<file path="src/rtl/alu_bitop_seq.sv">
// alu_bitop_seq: slice-serial BIT/RES/SET bit unit; define ALU_BITOP_TGL_EN to make op 11 a toggle instead of pass-through
module alu_bitop_seq #(
    parameter int DATA_W  = 8,
    parameter int SLICE_W = 4
) (
    input  logic                        clk,
    input  logic                        reset,
    input  logic                        in_valid,
    output logic                        in_ready,
    input  logic [1:0]                  op,
    input  logic [DATA_W-1:0]           operand,
    input  logic [$clog2(DATA_W)-1:0]   bitsel,
    input  logic                        carry_in,
    output logic                        out_valid,
    input  logic                        out_ready,
    output logic [DATA_W-1:0]           result,
    output logic                        zero,
    output logic                        carry,
    output logic                        half
);
    localparam int IDX_W = $clog2(DATA_W);
    localparam int N     = DATA_W / SLICE_W;
    localparam int CW    = N > 1 ? $clog2(N) : 1;
    localparam logic [1:0] IDLE = 2'd0;
    localparam logic [1:0] RUN  = 2'd1;
    localparam logic [1:0] DONE = 2'd2;

    logic [1:0]         state;
    logic [1:0]         op_q;
    logic [DATA_W-1:0]  opnd_q;
    logic [IDX_W-1:0]   sel_q;
    logic [CW-1:0]      k;
    logic [DATA_W-1:0]  mask;
    logic [SLICE_W-1:0] slice_op;
    logic [SLICE_W-1:0] mask_k;
    logic [SLICE_W-1:0] r_k;
    logic               z_k;

    assign in_ready  = state == IDLE;
    assign out_valid = state == DONE;
    assign mask      = {{(DATA_W-1){1'b0}}, 1'b1} << sel_q;
    assign slice_op  = opnd_q[k*SLICE_W +: SLICE_W];
    assign mask_k    = mask[k*SLICE_W +: SLICE_W];
`ifdef ALU_BITOP_TGL_EN
    assign r_k = op_q == 2'b01 ? slice_op & ~mask_k :
                 op_q == 2'b10 ? slice_op | mask_k :
                 op_q == 2'b11 ? slice_op ^ mask_k : slice_op;
`else
    assign r_k = op_q == 2'b01 ? slice_op & ~mask_k :
                 op_q == 2'b10 ? slice_op | mask_k : slice_op;
`endif
    assign z_k = op_q == 2'b00 ? (slice_op & mask_k) == '0 : r_k == '0;

    always_ff @(posedge clk) begin
        if (reset) begin
            state  <= IDLE;
            op_q   <= '0;
            opnd_q <= '0;
            sel_q  <= '0;
            k      <= '0;
            result <= '0;
            zero   <= 1'b0;
            carry  <= 1'b0;
            half   <= 1'b0;
        end else if (state == IDLE && in_valid) begin
            state  <= RUN;
            op_q   <= op;
            opnd_q <= operand;
            sel_q  <= bitsel;
            k      <= '0;
            zero   <= 1'b1;
            carry  <= carry_in;
            half   <= op == 2'b00;
        end else if (state == RUN) begin
            result[k*SLICE_W +: SLICE_W] <= r_k;
            zero  <= zero & z_k;
            k     <= k + 1'b1;
            state <= k == CW'(N-1) ? DONE : RUN;
        end else if (state == DONE && out_ready) begin
            state <= IDLE;
        end
    end
endmodule
</file>
<file path="config.mk">
export PLATFORM = sky130hd
export DESIGN_NAME = alu_bitop_seq
export DESIGN_NICKNAME = d
export VERILOG_FILES = /design/src/rtl/alu_bitop_seq.sv
export SDC_FILE = /design/constraint.sdc
export NUM_CORES = 1
export LEC_CHECK = 0
export ABC_AREA = 1
export ABC_CLOCK_PERIOD_IN_PS = 1850
export CORE_ASPECT_RATIO = 1.4
export CORE_UTILIZATION = 47
export DETAILED_ROUTE_END_ITERATION = 10
export PLACE_DENSITY = 0.8
export SLEW_MARGIN = 20
export SYNTH_ARGS = -nofsm -noshare
export SYNTH_HDL_FRONTEND = slang
export SYNTH_SLANG_ARGS = --single-unit
</file>
<file path="constraint.sdc">
create_clock -name clk -period 1.85 [get_ports clk]
set_input_delay 0.37 -clock clk [delete_from_list [all_inputs] [get_ports clk]]
set_output_delay 0.37 -clock clk [all_outputs]
set_load 0.01 [all_outputs]
</file>
==> results.py, run 1 <==
metrics = {
    "synthesis": {
        "syn_area_per_cell_um2": 7.12,
        "synth.cell_area_mm2": 0.00118,
        "yosys_warnings": 0,
        "yosysSeqAreaShare": 0.458,
        "synth_fa_ha_area_frac": 0,
        "syn-num-nets": 184,
        "synth_mux_area_frac": 0,
        "synth_top_family_by_area": "simple AND/OR/NAND/NOR gates",
        "synth_compound_area_frac": 0.200,
        "netlist_instances": 166,
        "ys_ff_latch": 27,
        "synthXorXnorAreaFrac": 0,
        "synth_simple_gate_area_frac": 0.266,
        "synth.distinct_cells": 20,
    },
    "setup_path": {
        "cp-start-kind": "register",
        "required_ns": 1.48,
        "r2r_setup_slack_ns": 0.24,
        "critPathCaptureType": "output port",
        "worstReg2RegEnd": "zero",
        "critical_path_class": "reg2out",
        "crit-reg2reg-launch": "k",
        "crit_arrival_ns": 1.37,
        "rr_worst_depth": 12,
        "cp_max_fo": 4,
    },
    "clocking": {
        "post_cts_buffers": 0,
        "cts_tree": "done",
        "cts_buffers": 3,
        "cts_buffer_depth": 2,
        "clk_pin_slew_worst_paths_ns": 0.14,
        "clk-insertion-delay-late_ns": 0.31,
        "h-tree-depth": 1,
        "cts_hold_buf": 0,
        "clock_sinks": 27,
        "clockRootBuffer": "clkbuf_4",
    },
    "die": {
        "rows": 21,
        "ios": 31,
        "dieArea_mm2": 0.00272,
        "core_area_mm2": 0.00239,
        "fp.dieH_um": 61.3,
        "start_util": 0.494,
        "dieWidth_um": 44.4,
    },
    "grt": {
        "antenna_found_initial": 0,
        "grt_use_total": 0.207,
        "first_global_vias": 1120,
        "grt_pass1_wl_mm": 4.24,
        "grt-ovfl-total": 0,
        "grt_max_degree": 15,
    },
    "sta": {
        "hold_violations": 0,
        "fin_crit_ns": 1.74,
        "max_freq_mhz": 574,
        "finalSetupTns_ns": 0,
        "fin_crit_sh": 0.942,
        "final-setup-viol-count": 0,
        "relSlewSlack": 0.670,
        "layout_setup_ws_ns": 0.107,
        "report.final.slew_viol_count": 0,
        "tightest_slew_ns": 0.493,
        "rsz0062_at_grt": "no",
        "clock_skew_ns": 0.00228,
        "holdWs_ns": 0.478,
    },
    "place": {
        "dp.cells": 229,
        "place_congestion": 0.829,
        "io_buffers": 30,
        "post_dp_cell_area_mm2": 0.00153,
        "dp_hpwl_mm": 2.03,
        "pre_cts_ws_ns": 0.244,
    },
    "finish": {
        "nets": 218,
        "final_area_mm2": 0.00156,
        "area_delta_synth_final_pct": 31.7,
        "diodes": 0,
        "fin_util": 0.650,
        "final_common_cell": "nor2_1",
        "instances_no_fill": 233,
        "layout_common_cells": "31 x nor2_1, 30 x clkdlybuf4s50_1, 26 x dfxtp_1",
        "n_fill_cell": 228,
        "drive_gt1_frac": 0.0804,
    },
    "pwr": {
        "powerDensity_mw_per_mm2": 760,
        "p_leak_nw": 0.659,
        "p_total_mw": 1.18,
        "vdd_drop_max_mv": 0.477,
    },
    "route": {
        "routedWlPerCell_um": 10.7,
        "via_count": 1173,
        "routed_wl_mm": 2.49,
        "vias_per_cell": 5.03,
        "ant_nets": 0,
        "drc": 0,
        "dr.pass1.iters": 4,
        "drtIter0Drc": 24,
    },
    "worst_hold_path": {
        "worstHoldStart": "opnd_q[7]",
        "min_delay_worst_endpoint": "opnd_q[7]",
        "worstHoldPathType": "reg2reg",
        "holdPathStages": 2,
    },
    "flow_run": {
        "drv_cap": 0,
    },
    "outcome": {
        "outcome": "complete, no violations",
    },
}
## worst max-delay path by stage
| stage | from | endpoint | slack (ns) | depth (start not counted) |
|---|---|---|---|---|
| 2_1_floorplan | k | zero | 0.57 | 11 |
| 3_3_place_gp | in_valid | sel_q[2] | 0.28 | 5 |
| 3_5_place_dp | in_valid | sel_q[2] | 0.24 | 5 |
| 4_1_cts | state[1] | out_valid | 0.05 | 3 |
| 5_1_grt | state[1] | out_valid | 0.03 | 3 |
| 6_report | state[1] | out_valid | 0.11 | 3 |
## layout make-up
| type | instances | area [um2] | area share |
|---|---|---|---|
| Multi-Input combinational cell | 117 | 551 | 0.354 |
| Sequential cell | 27 | 542 | 0.348 |
| Timing Repair Buffer | 34 | 330 | 0.212 |
| Inverter | 17 | 63.8 | 0.0410 |
| Tap cell | 34 | 42.5 | 0.0274 |
| Clock buffer | 4 | 26.3 | 0.0169 |
## synth_stat cells (all sizes together)
cell type / instances / area, um2
a21oi: 15 / 78.8
a221oi: 1 / 8.76
buf: 2 / 15.0
clkbuf: 3 / 11.3
dfxtp: 27 / 541
inv: 17 / 63.8
nand2: 25 / 101
nand3: 15 / 85.1
nor2: 31 / 116
nor3: 1 / 5.00
o211ai: 1 / 7.51
o21a: 1 / 7.51
o21ai: 25 / 125
o41ai: 1 / 8.76
or2: 1 / 6.26
## per-layer routing
metal | vias up | global-route usage | wire [um]
li1 | 612 | - | -
met1 | 531 | 0.209 | 990
met2 | 24 | 0.410 | 1390
met3 | 6 | 0.0176 | 59
met4 | 0 | 0.108 | 48
met5 | - | 0 | 0
## repair_timing
action,CTS,global route
endpoints found under the setup margin,0,1
hold endpoints to repair,0,0
resized for setup,0,1
## cell families (layout without fill, tap and decap cells)
family / Yosys count / in the layout
and+or+nand+nor: 73 / 73
AOI/OAI and AO/OA: 44 / 44
DFF: 27 / 27
buffers and inverters: 22 / 55
## where the power goes
part           switching, mW  total [mW]  internal (mW)
Sequential            0.0266       0.655          0.628
Clock                  0.165       0.249         0.0842
Combinational          0.150       0.278          0.128
## registers in the layout, indices dropped and copies added, names as in the netlist
signal	flops
zero	1
k	1
op_q	2
opnd_q	8
carry	1
half	1
sel_q	3
result	8
state	2
## critical path: stages, from the launching register on
cell and delay [ns]:
dfxtp_2 0.37, inv_1 0.06, nor2_1 0.09, clkdlybuf4s50_1 0.54
No activity file was read; power rests on OpenSTA's default activity.
==> inputs of run 2 (changes only) <==
Settings changed: GPL_ROUTABILITY_DRIVEN from default to 0.
==> results of run 2 <==
The final DEF is identical to that of run 1; final timing and power are the same.
==> inputs of run 3 (changes only) <==
Settings changed: ABC_CLOCK_PERIOD_IN_PS 1850 to 2200, CORE_UTILIZATION 47 to 50, PLACE_DENSITY 0.8 to 0.84.
Clock period 1.85 ns to 2.2 ns, I/O delays scaled along.
==> results.py, run 3 (synthesized netlist as in run 1, its figures left out) <==
metrics = {
    "outcome": {
        "outcome": "complete, no violations",
    },
    "worst_hold_path": {
        "worstHoldPathType": "reg2reg",
        "worstHoldStart": "opnd_q[7]",
        "min_delay_worst_endpoint": "opnd_q[7]",
        "holdPathStages": 2,
    },
    "clocking": {
        "clk-insertion-delay-late_ns": 0.32,
        "cts_buffer_depth": 2,
        "post_cts_buffers": 0,
        "cts_hold_buf": 0,
        "cts_buffers": 3,
        "h-tree-depth": 1,
        "clk_pin_slew_worst_paths_ns": 0.14,
        "clockRootBuffer": "clkbuf_4",
        "clock_sinks": 27,
        "cts_resized": 0,
        "cts_tree": "done",
    },
    "grt": {
        "grt_use_total": 0.205,
        "use_met2": 0.377,
        "grt_pass1_wl_mm": 4.08,
        "met1_usage": 0.235,
        "grt-ovfl-total": 0,
        "first_global_vias": 1028,
        "grtUsageMet3": 0.0183,
        "grt_max_degree": 16,
        "grt_busiest_layer": "met2",
        "antenna_found_initial": 0,
    },
    "setup_path": {
        "cp-start-kind": "register",
        "path_delay_family": "buffers and inverters",
        "r2r_setup_slack_ns": 0.63,
        "critical_path_class": "reg2out",
        "crit-reg2reg-launch": "k",
        "slowest_stage": "clkdlybuf4s50_1",
        "critPathCaptureType": "output port",
        "cp_max_fo": 4,
        "crit_buf_inv": 2,
        "rr_worst_depth": 12,
        "crit_arrival_ns": 1.44,
        "startpoint": "state[1]",
        "required_ns": 1.76,
        "max_stage_delay_ns": 0.56,
        "worstReg2RegEnd": "zero",
        "path_cells": "inv_1 -> nor2_1 -> clkdlybuf4s50_1",
    },
    "route": {
        "routed_wl_mm": 2.41,
        "drtIter0Drc": 21,
        "ant_nets": 0,
        "dr.pass1.iters": 5,
        "routedWlPerCell_um": 11.0,
        "via_count": 1166,
        "vias_per_cell": 5.32,
        "drc": 0,
    },
    "pwr": {
        "seqPwrFrac": 0.557,
        "powerDensity_mw_per_mm2": 649,
        "vdd_drop_max_mv": 0.437,
        "p_sw_frac": 0.292,
        "p_int_mw": 0.701,
        "p_leak_nw": 0.652,
        "combPwrFrac": 0.230,
        "netSwitchingPower_mw": 0.289,
        "pwr-share-clk": 0.213,
    },
    "place": {
        "dp_hpwl_mm": 1.85,
        "post_dp_cell_area_mm2": 0.00150,
        "io_buffers": 30,
    },
    "finish": {
        "nets": 216,
        "top_regs": "opnd_q (8), result (8), sel_q (3)",
        "layout_common_cells": "31 x nor2_1, 30 x clkdlybuf4s50_1, 27 x dfxtp_1",
        "n_fill_cell": 195,
        "drive_gt1_frac": 0.0711,
        "diodes": 0,
        "final_area_mm2": 0.00153,
        "final_common_cell": "nor2_1",
        "area_delta_synth_final_pct": 29.1,
    },
    "die": {
        "rows": 20,
        "dieWidth_um": 43.1,
        "ios": 31,
        "core_area_mm2": 0.00220,
        "fp.dieH_um": 59.5,
        "dieArea_mm2": 0.00256,
        "start_util": 0.536,
    },
    "sta": {
        "hold_violations": 0,
        "rsz0062_at_grt": "no",
        "fin_crit_ns": 1.88,
        "finalSetupTns_ns": 0,
        "tightest_slew_ns": 0.497,
        "relSlewSlack": 0.667,
        "max_freq_mhz": 533,
        "clock_skew_ns": 0.00277,
        "fin_crit_sh": 0.853,
        "final-setup-viol-count": 0,
        "report.final.slew_viol_count": 0,
    },
    "flow_run": {
        "drv_cap": 0,
    },
}
==> run 3: per-stage QoR <==
stage | hold WS [ns] | setup slack (ns) | util | std cells | total power [mW]
floorplan | 0.424 | 0.915 | - | 166 | 0.700
global placement | 0.444 | 0.468 | 0.680 | 215 | 0.782
detailed placement | 0.454 | 0.383 | 0.680 | 215 | 0.789
CTS | 0.482 | 0.318 | 0.693 | 219 | 0.995
global route | 0.508 | 0.220 | 0.693 | 219 | 1.05
finish | 0.484 | 0.323 | 0.693 | 219 | 0.989
==> run 3: worst register-to-register path: cells and delay by family (launching register included) <==
family	cells	cell delay (ns)
and+or+nand+nor	10	0.79
AOI/OAI and AO/OA	1	0.10
buffers and inverters	1	0.14
DFF	1	0.50
==> run 3: cell type report <==
type,instances,area [um2],area share
Tap cell,22,27.5,0.0180
Clock buffer,3,22.5,0.0148
Clock inverter,1,5.00,0.00328
Sequential cell,27,541,0.354
Timing Repair Buffer,32,315,0.207
Multi-Input combinational cell,117,551,0.361
Inverter,17,63.8,0.0418
==> run 3: worst max-delay path by stage <==
| stage | end | slack, ns | cells past startpoint |
|---|---|---|---|
| 2_1_floorplan | zero | 0.92 | 11 |
| 3_3_place_gp | op_q[0] | 0.47 | 5 |
| 3_5_place_dp | sel_q[2] | 0.38 | 5 |
| 4_1_cts | out_valid | 0.32 | 3 |
| 5_1_grt | out_valid | 0.22 | 3 |
| 6_report | out_valid | 0.32 | 3 |
==> run 3: power groups by stage <==
stage                     Sequential [mW]  Combinational [mW]  Clock (mW)
after global placement              0.560               0.222           0
after detailed placement            0.562               0.228           0
after CTS                           0.551               0.228       0.216
after floorplan                     0.564               0.136           0
final                               0.551               0.228       0.210
after global routing                0.556               0.255       0.238
==> run 3: layer usage <==
layer / up-vias / part of all wire
li1: 606 / -
met1: 520 / 0.41
met2: 36 / 0.54
met3: 4 / 0.040
met4: 0 / 0.012
met5: - / 0
